**src/rtl/pbs_turn_ctrl_if.sv**
```systemverilog
// pbs_turn_ctrl_if: link between the battle-turn controller and the battle
// datapath/RNG bank. The controller is the master: it reads HP, move damage,
// move accuracy and the accuracy roll, and drives the move-select and
// HP-write strobes.
interface pbs_turn_ctrl_if;
   logic [3:0] p_hp;        // player HP
   logic [3:0] ai_hp;       // AI HP
   logic [3:0] dmg;         // damage of the selected move
   logic [3:0] accu;        // accuracy of the selected move
   logic [3:0] acc_roll;    // accuracy random roll
   logic       actr;        // 0 = player move selected, 1 = AI move selected
   logic       target;      // 0 = player is target, 1 = AI is target
   logic       load_ai_hp;  // latch AI HP into the working register
   logic       app_ai_dmg;  // write AI HP
   logic       app_pl_dmg;  // write player HP
   logic       stop;        // freeze the RNGs

   modport master (
      input  p_hp, ai_hp, dmg, accu, acc_roll,
      output actr, target, load_ai_hp, app_ai_dmg, app_pl_dmg, stop
   );

   modport slave (
      output p_hp, ai_hp, dmg, accu, acc_roll,
      input  actr, target, load_ai_hp, app_ai_dmg, app_pl_dmg, stop
   );
endinterface

```
**src/rtl/pbs_turn_ctrl.sv**
```systemverilog
// pbs_turn_ctrl: battle-turn controller. A synchronised press of the confirm
// button runs one player half-turn then one AI half-turn, gating damage on
// the accuracy roll, detecting KO and counting completed turns.
// Optional feature: define TURN_LIMIT_EN to end the battle in a draw once
// MAX_TURNS turns have completed; otherwise draw is tied low and the turn
// counter just saturates.
module pbs_turn_ctrl #(
   parameter int TURN_W    = 8,
   parameter int MAX_TURNS = 20
) (
   input  logic              clk,
   input  logic              rst,       // synchronous, active-low
   input  logic              go,        // raw confirm button, asynchronous
   pbs_turn_ctrl_if.master   dp,
   output logic              busy,
   output logic [1:0]        last_hit,  // {ai_hit, pl_hit}
   output logic              p_win,
   output logic              ai_win,
   output logic              draw,
   output logic [TURN_W-1:0] turn_cnt
);

   localparam logic [3:0] WAIT_GO = 4'd0;
   localparam logic [3:0] P_SEL   = 4'd1;
   localparam logic [3:0] P_EVAL  = 4'd2;
   localparam logic [3:0] P_APPLY = 4'd3;
   localparam logic [3:0] A_SEL   = 4'd4;
   localparam logic [3:0] A_EVAL  = 4'd5;
   localparam logic [3:0] A_APPLY = 4'd6;
   localparam logic [3:0] T_END   = 4'd7;
   localparam logic [3:0] DONE    = 4'd8;

   logic [3:0] state;
   logic [3:0] state_nx;
   logic [1:0] go_sync;
   logic       go_hist;
   logic       go_edge;
   logic       hit;
   logic       ai_ko;
   logic       pl_ko;
   logic       limit_hit;

   // The selected move (player's or AI's, via actr) is compared against the
   // frozen roll; the same compare serves both EVAL states.
   assign hit   = (dp.accu >= dp.acc_roll);
   assign ai_ko = (dp.dmg >= dp.ai_hp);
   assign pl_ko = (dp.dmg >= dp.p_hp);

`ifdef TURN_LIMIT_EN
   assign limit_hit = ((int'(turn_cnt) + 1) == MAX_TURNS);
`else
   logic unused_max_turns;
   assign limit_hit        = 1'b0;
   assign draw             = 1'b0;
   assign unused_max_turns = (MAX_TURNS > 0);
`endif

   // Two-flop synchroniser for the button plus one history flop for the edge.
   always_ff @(posedge clk) begin
      // NOTE: sequential state uses non-blocking assignments so every flop
      // samples pre-edge values; blocking here would collapse the sync chain.
      if (!rst) begin
         go_sync <= 2'b00;
         go_hist <= 1'b0;
      end else begin
         go_sync <= {go_sync[0], go};
         go_hist <= go_sync[1];
      end
   end

   assign go_edge = go_sync[1] & ~go_hist;

   // State register.
   always_ff @(posedge clk) begin
      if (!rst) state <= WAIT_GO;
      else      state <= state_nx;
   end

   // Next-state logic; DONE is absorbing and only rst leaves it.
   always_comb begin
      // NOTE: default first so every path assigns state_nx and no latch forms.
      state_nx = state;
      case (state)
         WAIT_GO: if (go_edge) state_nx = P_SEL;
         P_SEL:   state_nx = P_EVAL;
         P_EVAL:  state_nx = hit ? P_APPLY : A_SEL;
         P_APPLY: state_nx = ai_ko ? DONE : A_SEL;
         A_SEL:   state_nx = A_EVAL;
         A_EVAL:  state_nx = hit ? A_APPLY : T_END;
         A_APPLY: state_nx = pl_ko ? DONE : T_END;
         T_END:   state_nx = limit_hit ? DONE : WAIT_GO;
         DONE:    state_nx = DONE;
         default: state_nx = WAIT_GO;
      endcase
   end

   // Hit history, KO flags and the saturating turn counter.
   always_ff @(posedge clk) begin
      if (!rst) begin
         last_hit <= 2'b00;
         p_win    <= 1'b0;
         ai_win   <= 1'b0;
         turn_cnt <= '0;
      end else begin
         if (state == P_EVAL)           last_hit[0] <= hit;
         if (state == A_EVAL)           last_hit[1] <= hit;
         if (state == P_APPLY && ai_ko) p_win       <= 1'b1;
         if (state == A_APPLY && pl_ko) ai_win      <= 1'b1;
         if (state == T_END && turn_cnt != '1) turn_cnt <= turn_cnt + 1'b1;
      end
   end

`ifdef TURN_LIMIT_EN
   // Draw flag, raised as the limiting turn ends and held in DONE.
   always_ff @(posedge clk) begin
      if (!rst)                          draw <= 1'b0;
      else if (state == T_END && limit_hit) draw <= 1'b1;
   end
`endif

   // Moore output decode: strobes depend on the state alone.
   always_comb begin
      dp.actr       = 1'b0;
      dp.target     = 1'b0;
      dp.load_ai_hp = 1'b0;
      dp.app_ai_dmg = 1'b0;
      dp.app_pl_dmg = 1'b0;
      dp.stop       = 1'b0;
      busy          = 1'b0;
      case (state)
         P_SEL: begin
            dp.target = 1'b1;
            dp.stop   = 1'b1;
            busy      = 1'b1;
         end
         P_EVAL: begin
            dp.target     = 1'b1;
            dp.stop       = 1'b1;
            dp.load_ai_hp = 1'b1;
            busy          = 1'b1;
         end
         P_APPLY: begin
            dp.target     = 1'b1;
            dp.stop       = 1'b1;
            dp.app_ai_dmg = 1'b1;
            busy          = 1'b1;
         end
         A_SEL, A_EVAL: begin
            dp.actr = 1'b1;
            dp.stop = 1'b1;
            busy    = 1'b1;
         end
         A_APPLY: begin
            dp.actr       = 1'b1;
            dp.stop       = 1'b1;
            dp.app_pl_dmg = 1'b1;
            busy          = 1'b1;
         end
         T_END:   busy = 1'b1;
         default: ;
      endcase
   end

endmodule

```
**src/flat_wrapper.sv**
```systemverilog
// flat-port wrapper written by rule: the top's interface ports become plain ports
module pbs_turn_ctrl_flat 
#(
   parameter int TURN_W    = 8,
   parameter int MAX_TURNS = 20
)
  (clk, rst, go, busy, last_hit, p_win, ai_win, draw, turn_cnt, dp_p_hp, dp_ai_hp, dp_dmg, dp_accu, dp_acc_roll, dp_actr, dp_target, dp_load_ai_hp, dp_app_ai_dmg, dp_app_pl_dmg, dp_stop);
  pbs_turn_ctrl_if dp_i ();
  input  logic clk;
  input  logic rst;
  input  logic go;
  output logic busy;
  output logic [1:0] last_hit;
  output logic p_win;
  output logic ai_win;
  output logic draw;
  output logic [TURN_W-1:0] turn_cnt;
  input wire logic [$bits(dp_i.p_hp)-1:0] dp_p_hp;
  input wire logic [$bits(dp_i.ai_hp)-1:0] dp_ai_hp;
  input wire logic [$bits(dp_i.dmg)-1:0] dp_dmg;
  input wire logic [$bits(dp_i.accu)-1:0] dp_accu;
  input wire logic [$bits(dp_i.acc_roll)-1:0] dp_acc_roll;
  output wire logic [$bits(dp_i.actr)-1:0] dp_actr;
  output wire logic [$bits(dp_i.target)-1:0] dp_target;
  output wire logic [$bits(dp_i.load_ai_hp)-1:0] dp_load_ai_hp;
  output wire logic [$bits(dp_i.app_ai_dmg)-1:0] dp_app_ai_dmg;
  output wire logic [$bits(dp_i.app_pl_dmg)-1:0] dp_app_pl_dmg;
  output wire logic [$bits(dp_i.stop)-1:0] dp_stop;
  assign dp_i.p_hp = dp_p_hp;
  assign dp_i.ai_hp = dp_ai_hp;
  assign dp_i.dmg = dp_dmg;
  assign dp_i.accu = dp_accu;
  assign dp_i.acc_roll = dp_acc_roll;
  assign dp_actr = dp_i.actr;
  assign dp_target = dp_i.target;
  assign dp_load_ai_hp = dp_i.load_ai_hp;
  assign dp_app_ai_dmg = dp_i.app_ai_dmg;
  assign dp_app_pl_dmg = dp_i.app_pl_dmg;
  assign dp_stop = dp_i.stop;
  pbs_turn_ctrl #(.TURN_W(TURN_W), .MAX_TURNS(MAX_TURNS)) u_core (.clk(clk), .rst(rst), .go(go), .dp(dp_i), .busy(busy), .last_hit(last_hit), .p_win(p_win), .ai_win(ai_win), .draw(draw), .turn_cnt(turn_cnt));
endmodule
```
**config.mk**
```make
export PLATFORM = sky130hd
export DESIGN_NAME = pbs_turn_ctrl_flat
export DESIGN_NICKNAME = d
export VERILOG_FILES = /design/src/rtl/pbs_turn_ctrl_if.sv /design/src/rtl/pbs_turn_ctrl.sv /design/src/flat_wrapper.sv
export SDC_FILE = /design/constraint.sdc
export NUM_CORES = 1
export LEC_CHECK = 0
export CAP_MARGIN = 20
export CORE_AREA = 5 5 59 61
export CTS_CLUSTER_SIZE = 28
export DETAILED_ROUTE_END_ITERATION = 10
export DIE_AREA = 0 0 64 66
export GPL_TIMING_DRIVEN = 1
export PLACE_DENSITY = 0.87
export SETUP_SLACK_MARGIN = 0.1
export SKIP_CTS_REPAIR_TIMING = 1
export SYNTH_ARGS = -nofsm -noshare
export SYNTH_HDL_FRONTEND = slang
export SYNTH_SLANG_ARGS = --single-unit
```
**constraint.sdc**
```tcl
create_clock -name clk -period 2.2 [get_ports clk]
set_clock_uncertainty 0.15 [all_clocks]
set_input_delay 0.44 -clock clk [delete_from_list [all_inputs] [get_ports clk]]
set_output_delay 0.44 -clock clk [all_outputs]
set_load 0.05 [all_outputs]
```
# Word-level counts from Yosys, hierarchy flattened
# Cells that the tools add are included.
# word_totals
elab_cells,45
ff_bits,19
# classes
eq_ne,10
bitwise,2
n_lt_le_gt_ge,3
reduce_logical,8
addsub,1
n_mux,13
# op_table
operator,count
$pmux W4 S8,1
$eq A4 B3 Y1 const B,4
$ge A4 B4 Y1,3
$mux W4,3
$add A8 B1 Y8 const B,1
$eq A4 B2 Y1 const B,2
$mux W1,8
$ne A8 B8 Y1 const B,1
$reduce_or A7 Y1,1
$reduce_or A3 Y1,2
$reduce_or A6 Y1,1
$eq A4 B1 Y1 const B,1
$eq A4 B4 Y1 const B,1
$logic_not A4 Y1,1
$logic_and A1 B1 Y1,3
$mux W3,1
$ne A2 B1 Y1 const B,1
$and A1 B1 Y1,1
$not A1 Y1,1

# Longest topological paths before layout
# Gate-level depths: netlist of run 1.
# depth
ltp_word,4
mapped_depth,6

# Least setup slack after synthesis of run 1
# OpenSTA, ideal clock, no wires.
# synth_path
kind,register to output
from,reg u_core.state[1]
to,out dp_stop
t_arrival_ps,2078
path_slack_ps,-468
stages_incl_launch_ff,5
path_cell_list,dfxtp_1 -> buf_2 -> nor2_1 -> nor3_1 -> or2_2
# synth_via
elab_chain_cells,3
elab_cells_between_ends,8
classes_between,6 x eq/ne; 1 x mux; 1 x reduce/logical
# synth_rtl
item,line_no,text
"start, declared",pbs_turn_ctrl.sv:33,logic [3:0] state;
"start signal, assigned",pbs_turn_ctrl.sv:76,else state <= state_nx;
"$eq A4 B1 Y1, or another cell as far along",pbs_turn_ctrl.sv:130,case (state)
$reduce_or A6 Y1 (no source line) *,--,
$mux W1 *,pbs_turn_ctrl.sv:130,
"end, declared",flat_wrapper.sv:28,output wire logic [$bits(dp_i.stop)-1:0] dp_stop;
# Mark *: on every way between the ends. The rest lies on a longest branch, timed or not.

# Worst setup path after layout of run 1
# layout_path
from,in dp_dmg[0]
to,reg u_core.state[3]
# layout_via
elab_chain_cells,3
elab_cells_between_ends,5
classes_between,2 x order compare; 3 x mux
# layout_rtl
item,line_no,text
"start, declared",flat_wrapper.sv:20,input wire logic [$bits(dp_i.dmg)-1:0] dp_dmg;
"$ge A4 B4 Y1, on equally long branches","pbs_turn_ctrl.sv:47, pbs_turn_ctrl.sv:46",
"$mux W4, on equally long branches","pbs_turn_ctrl.sv:90, pbs_turn_ctrl.sv:87",
$pmux W4 S8 *,pbs_turn_ctrl.sv:83,case (state)
# Marked as above.
# A chain may end at the register's enable or synchronous reset.

==> run summary, run 1 <==
status - complete, no violations
share of layout cells above drive strength 1 - 0.2204
Synth Area in Simple Gates - 0.2500
CTS H-tree lvls - 1
worst skew pair latency - 290 ps
GRT overflow - 0
Hold Crit Class - register to register
syn nets - 176
CP max stage delay - 470 ps
Top FF cell, synth - dfxtp_1
Final Non-Filler Cells - 219
CP top delay family - buffers and inverters
Gate Count Post-Synth - 140
pin count of the biggest net entering global routing - 13
dpl cells - 213
Vias - 1215
die area - 4224 µm²
vias in the first global route - 1245
Startpoint Class - input port
post-synth top area share - 0.3180
gpl congestion - 0.7608
P per Cell Area - 380.3 nW/µm²
switching power - 196.8 µW
cell area after synthesis - 1196 µm²
max_cap viols - 0
Final Cycle Share - 1.000
core area - 2928 µm²
ranking of synthesized cells by area - dfxtp_1 (32%), ha_1 (14%), inv_1 (4.1%)
critical-path cell list - clkdlybuf4s50_1 -> inv_1 -> ha_1 -> nand2b_4 -> a2111oi_4 -> buf_4 -> nor4_1 -> o31a_1
worst slew pin tran - 507.0 ps
Final min period - 2200 ps
initial core utilization - 0.4085
TritonCTS clock tree - yes
Adder-Cell Fraction of Synth Area - 0.1360
clock slew at reported path FFs - 100 ps
peak supply drop - 455.9 µV
clock sinks - 19
Top-Level Pins - 43
port bufs - 41
DR iter-0 viols - 63
# DRC - 0
Die Y - 66 µm
Synth Area per Inst - 8.544 µm²
Critical Path RT - 2240 ps
Synth Register Bits - 19
xor and xnor area share after synthesis - 0.007322
static leakage - 0.8842 nW
fillers - 236
CTS root buf - clkbuf_4
Worst setup EP type - register
worst path bufs/invs - 3
achievable frequency - 454.6 MHz
Final ANT Viol Nets - 0
Commonest cells post-synth - dfxtp_1 (19), ha_1 (13), inv_1 (13), a21oi_1 (9), o21ai_0 (9)
final setup fails - 0
Slew Limit Fails - 0
async set-or-reset flop fraction in the synthesized netlist - 0
initial antenna violation count - 0
# rows - 20
hold slack - 297.3 ps
clk buf depth - 2
Reg area - 389.1 µm²
arrival time at the worst endpoint - 2240 ps
internal power - 522.1 µW
Slowest-stage cell, CP - clkdlybuf4s50_1
global-route wire length before repair - 4.961 mm
clock network power share - 0.247
diode count - 0
hpwl dp - 2.371 mm
main combinational cell family by area after synthesis - simple AND/OR/NAND/NOR gates
Avg Vias per Cell - 5.548
sequential element share of the synthesized area - 0.3180
Final #Nets - 223
area of the multi-input gates - 837.1 µm²
post-synthesis mux area share - 0.008368
final hold vios - 0
die width - 64 µm
1st-pass router iterations - 4
cell with the most instances after synthesis - dfxtp_1
Logic pwr share - 0.265
WS Path Type - input port to register
CTS Buf Count - 3
sw frac - 0.2738
routed wire length - 3.195 mm
post-synthesis compound-gate area fraction - 0.2040
Post-synth EDFFs - 0
area added between synthesis and finish - 58.05%
unique cell type count in the Yosys netlist - 39
RSZ-0062 raised after global routing - yes
WL/cell - 14.59 µm
post-synth top area cell - dfxtp_1
Tot GR Track Use - 0.1423
CP Max Fanout - 2
Relative slew margins - 0.6615
sequential share of power - 0.488
total number of yosys warnings - 0
==> kinds of logic after synthesis <==
kind of cell             Yosys count
AO/OA/AOI/OAI                     36
other                              1
XOR/XNOR                           1
multiplexers                       1
adder cells (fa/ha/maj)           13
flip-flops                        19
AND/OR/NAND/NOR                   50
buffers and inverters             19
==> worst paths after layout <==
kind | startpoint | endpoint | slack (ps) | cells after the start
max | dp_dmg[0] | u_core.state[3]$_SDFFE_PN0P_ | 0.05 | 8
min | u_core.go_sync[0]$_SDFF_PN0_ | u_core.go_sync[1]$_SDFF_PN0_ | 300 | 1
max reg2reg | u_core.state[0]$_SDFFE_PN0P_ | u_core.state[0]$_SDFFE_PN0P_ | 420 | 4
min reg2reg | u_core.go_sync[0]$_SDFF_PN0_ | u_core.go_sync[1]$_SDFF_PN0_ | 300 | 1
==> sequential cells by signal, summed over array words and instances, names as in the netlist <==
register / cells
u_core.turn_cnt: 8
u_core.state: 4
u_core.go_sync: 2
u_core.last_hit: 2
u_core.ai_win: 1
u_core.go_hist: 1
u_core.p_win: 1
==> power by group through the flow <==
| stage | Sequential [mW] | Combinational, mW | Clock, mW |
|---|---|---|---|
| after floorplan | 0.358 | 0.0817 | 0 |
| after global placement | 0.360 | 0.153 | 0 |
| after detailed placement | 0.361 | 0.160 | 0 |
| after CTS | 0.353 | 0.161 | 0.180 |
| after global routing | 0.352 | 0.206 | 0.196 |
| final | 0.351 | 0.190 | 0.177 |
==> routing by layer <==
layer  part of all wire  up-vias  global-route usage  routed length [µm]
met1               0.39      558              0.1485                1248
met4              0.018        0             0.03636                  58
met5                  0        -                   0                   0
li1                   -      597                   -                   -
met3              0.063        8             0.04762                 202
met2               0.53       52              0.2688                1685
==> area by class of cell <==
cell class | instances | area share
Inverter | 13 | 0.02581
Timing Repair Buffer | 48 | 0.2899
Multi-Input combinational cell | 102 | 0.4428
Clock buffer | 4 | 0.01390
Tap cell | 33 | 0.02184
Sequential cell | 19 | 0.2058
==> cell usage in the layout, fill, tap and decap left out, types with 3 or more instances in the layout <==
cell              n
clkdlybuf4s50_1  26
dfxtp_1          16
inv_1            13
ha_1             13
a21oi_1           8
buf_4             8
nor2_1            7
o21ai_0           7
dlymetal6s2s_1    7
buf_12            7
o21a_1            5
nand2_1           4
nand3_1           4
and2_1            4
or3_1             4
or2_2             3
o31ai_1           3
or4_1             3
clkbuf_4          3
==> per-stage QoR <==
step                utilization  setup slack [ps]  power, mW  setup TNS (ps)  area (µm²)
finish                   0.6457           0.05240     0.7189               0        1891
global route             0.6457            -41.73     0.7543          -41.73        1891
CTS                      0.6047            -123.2     0.6935          -273.0        1770
detailed placement       0.5957            -445.4     0.5208           -2363        1744
global placement         0.5957            -348.5     0.5129           -1947        1744
floorplan                     -            -18.42     0.4392          -18.42        1226
(Power assumes the default switching activity.)
==> run 2: changes to the inputs <==
SLEW_MARGIN = 5   (was not set)
==> results of run 2 <==
No change in the layout: final DEF, timing and power equal those of run 1.
==> run 3: changes to the inputs <==
CORE_AREA = 3 3 57 59   (was 5 5 59 61)
DIE_AREA = 0 0 60 62   (was 0 0 64 66)
==> run 3 against run 2 <==
Compared with the run above: sequential power about the same; die area decreased by 12%; routed wire length increased by 4.2%; via count increased by 0.16%; sequential cell count unchanged; non-clock buffer count unchanged; power increased by 1.2%; setup slack improved by 52 ps.
==> run summary, run 3 (synthesis results as in run 1) <==
status - complete, no violations
Vias - 1217 (+0.16%)
port bufs - 41 (unchanged)
CTS root buf - clkbuf_4
WL/cell - 15.34 µm (+5.2%)
RSZ-0062 raised after global routing - yes
dpl cells - 212 (-0.47%)
Relative slew margins - 0.6569 (-0.004544)
initial antenna violation count - 0 (unchanged)
Final Cycle Share - 0.9764 (-0.02358)
GRT overflow - 0 (unchanged)
Critical Path RT - 2240 ps (about the same)
arrival time at the worst endpoint - 2190 ps (-50 ps)
Biggest register - u_core.turn_cnt
static leakage - 0.9488 nW (+7.3%)
CP Max Fanout - 2 (unchanged)
Final min period - 2148 ps (-51.88 ps)
sw frac - 0.2808 (+0.007055)
die width - 60 µm (-6.3%)
routed wire length - 3.329 mm (+4.2%)
final hold vios - 0 (unchanged)
Die Y - 62 µm (-6.1%)
top flop regs - u_core.turn_cnt x8, u_core.state x4
area added between synthesis and finish - 60.25%
worst path bufs/invs - 3 (unchanged)
P per Cell Area - 379.7 nW/µm² (-0.15%)
Worst setup EP type - register
clk buf depth - 2 (unchanged)
Logic pwr share - 0.273 (+0.008)
clock network power share - 0.243 (-0.004)
Final #Nets - 223 (unchanged)
CP max stage delay - 460 ps (about the same)
placed inst area - 1752 µm² (+0.43%)
Startpoint Class - input port
CTS Buf Count - 3 (unchanged)
CTS H-tree lvls - 1 (unchanged)
achievable frequency - 465.5 MHz (+2.4%)
worst slew pin tran - 513.8 ps (+6.805 ps)
critical-path cell list - clkdlybuf4s50_1 -> inv_1 -> ha_1 -> nand2b_4 -> a2111oi_4 -> buf_4 -> nor3b_1 -> o31a_1
gpl congestion - 0.8293 (+9.0%)
peak supply drop - 349.8 µV (-23%)
Avg Vias per Cell - 5.608 (+1.1%)
Min-Delay Startpoint - u_core.go_sync[0]$_SDFF_PN0_
most common cell after layout, fill and taps aside - clkdlybuf4s50_1
CP top delay family - buffers and inverters
# rows - 19 (-5.0%)
number of flip-flops in the largest register - 8 (unchanged)
WS Path Type - input port to register
final instance area - 1917 µm² (+1.4%)
clock sinks - 19 (unchanged)
worst skew pair latency - 290 ps (about the same)
Slowest-stage cell, CP - clkdlybuf4s50_1
share of layout cells above drive strength 1 - 0.2312 (+0.01075)
sequential share of power - 0.484 (-0.004)
final setup fails - 0 (unchanged)
Final ANT Viol Nets - 0 (unchanged)
core area - 2758 µm² (-5.8%)
# DRC - 0 (unchanged)
TritonCTS clock tree - yes
hpwl dp - 2.376 mm (+0.22%)
die area - 3720 µm² (-12%)
Hold Crit Class - register to register
initial core utilization - 0.4338 (+0.02521)
Slew Limit Fails - 0 (unchanged)
Final Non-Filler Cells - 217 (-0.91%)
Reg2Reg Launch Point - u_core.state[0]$_SDFFE_PN0P_
Tot GR Track Use - 0.1686 (+0.02631)
internal power - 523.5 µW (+0.25%)
vias in the first global route - 1163 (-6.6%)
final design utilization - 0.6951 (+0.04937)
most frequent cells in the layout - clkdlybuf4s50_1 (24), dfxtp_1 (16), inv_1 (13), ha_1 (13), dlymetal6s2s_1 (10)
pin count of the biggest net entering global routing - 13 (unchanged)
1st-pass router iterations - 4 (unchanged)
max_cap viols - 0 (unchanged)
DR iter-0 viols - 77 (+22%)
TNS Setup - 0 ps (unchanged)
diode count - 0 (unchanged)
switching power - 204.4 µW (+3.8%)
Setup crit start - dp_dmg[0]
global-route wire length before repair - 4.774 mm (-3.8%)
Top-Level Pins - 43 (unchanged)
clock slew at reported path FFs - 120 ps (+20 ps)
## run 3: routing by layer
layer / up-vias / global-route usage / wire, µm
met4: 0 / 0.08544 / 59
met3: 8 / 0.02479 / 205
met2: 47 / 0.3179 / 1822
li1: 595 / - / -
met1: 567 / 0.1823 / 1241
met5: - / 0 / 0
## run 3: final timing paths
kind | to | slack, ps | depth (start not counted)
worst max-delay path | u_core.state[3]$_SDFFE_PN0P_ | 50 | 8
worst min register to register | u_core.go_sync[1]$_SDFF_PN0_ | 300 | 1
worst max register to register | u_core.state[0]$_SDFFE_PN0P_ | 310 | 5
worst min-delay path | u_core.go_sync[1]$_SDFF_PN0_ | 300 | 1
## run 3: layout make-up
| cell class | count | area, µm² |
|---|---|---|
| clock inverters | 1 | 5.005 |
| well taps | 31 | 38.79 |
| inverters | 13 | 48.80 |
| flip-flops and latches | 19 | 386.6 |
| clock buffers | 3 | 22.52 |
| repair buffers | 48 | 558.0 |
| multi-input cells | 102 | 857.1 |
| fillers | 207 | 840.8 |
## run 3: worst register-to-register path: cells and delay by family, from the launching register on
| kind | cells | cell delay (ps) |
|---|---|---|
| buffers and inverters | 1 | 160 |
| AND/OR/NAND/NOR | 3 | 920 |
| AO/OA/AOI/OAI | 1 | 180 |
| flip-flops | 1 | 400 |
## run 3: power groups by stage
| stage | logic (mW) | registers, mW | clock network [mW] |
|---|---|---|---|
| final | 0.199 | 0.352 | 0.177 |
| after detailed placement | 0.163 | 0.361 | 0 |
| after CTS | 0.164 | 0.353 | 0.185 |
| after floorplan | 0.0817 | 0.358 | 0 |
| after global routing | 0.213 | 0.353 | 0.198 |
| after global placement | 0.154 | 0.360 | 0 |
## run 3: stage by stage
stage               hold WS [ps]  power (mW)  setup slack [ps]
floorplan                  261.9      0.4392            -18.42
global placement           265.2      0.5141            -325.6
detailed placement         270.0      0.5237            -373.3
CTS                        297.2      0.7012            -58.84
global route               323.9      0.7637             12.18
finish                     296.6      0.7278             51.94
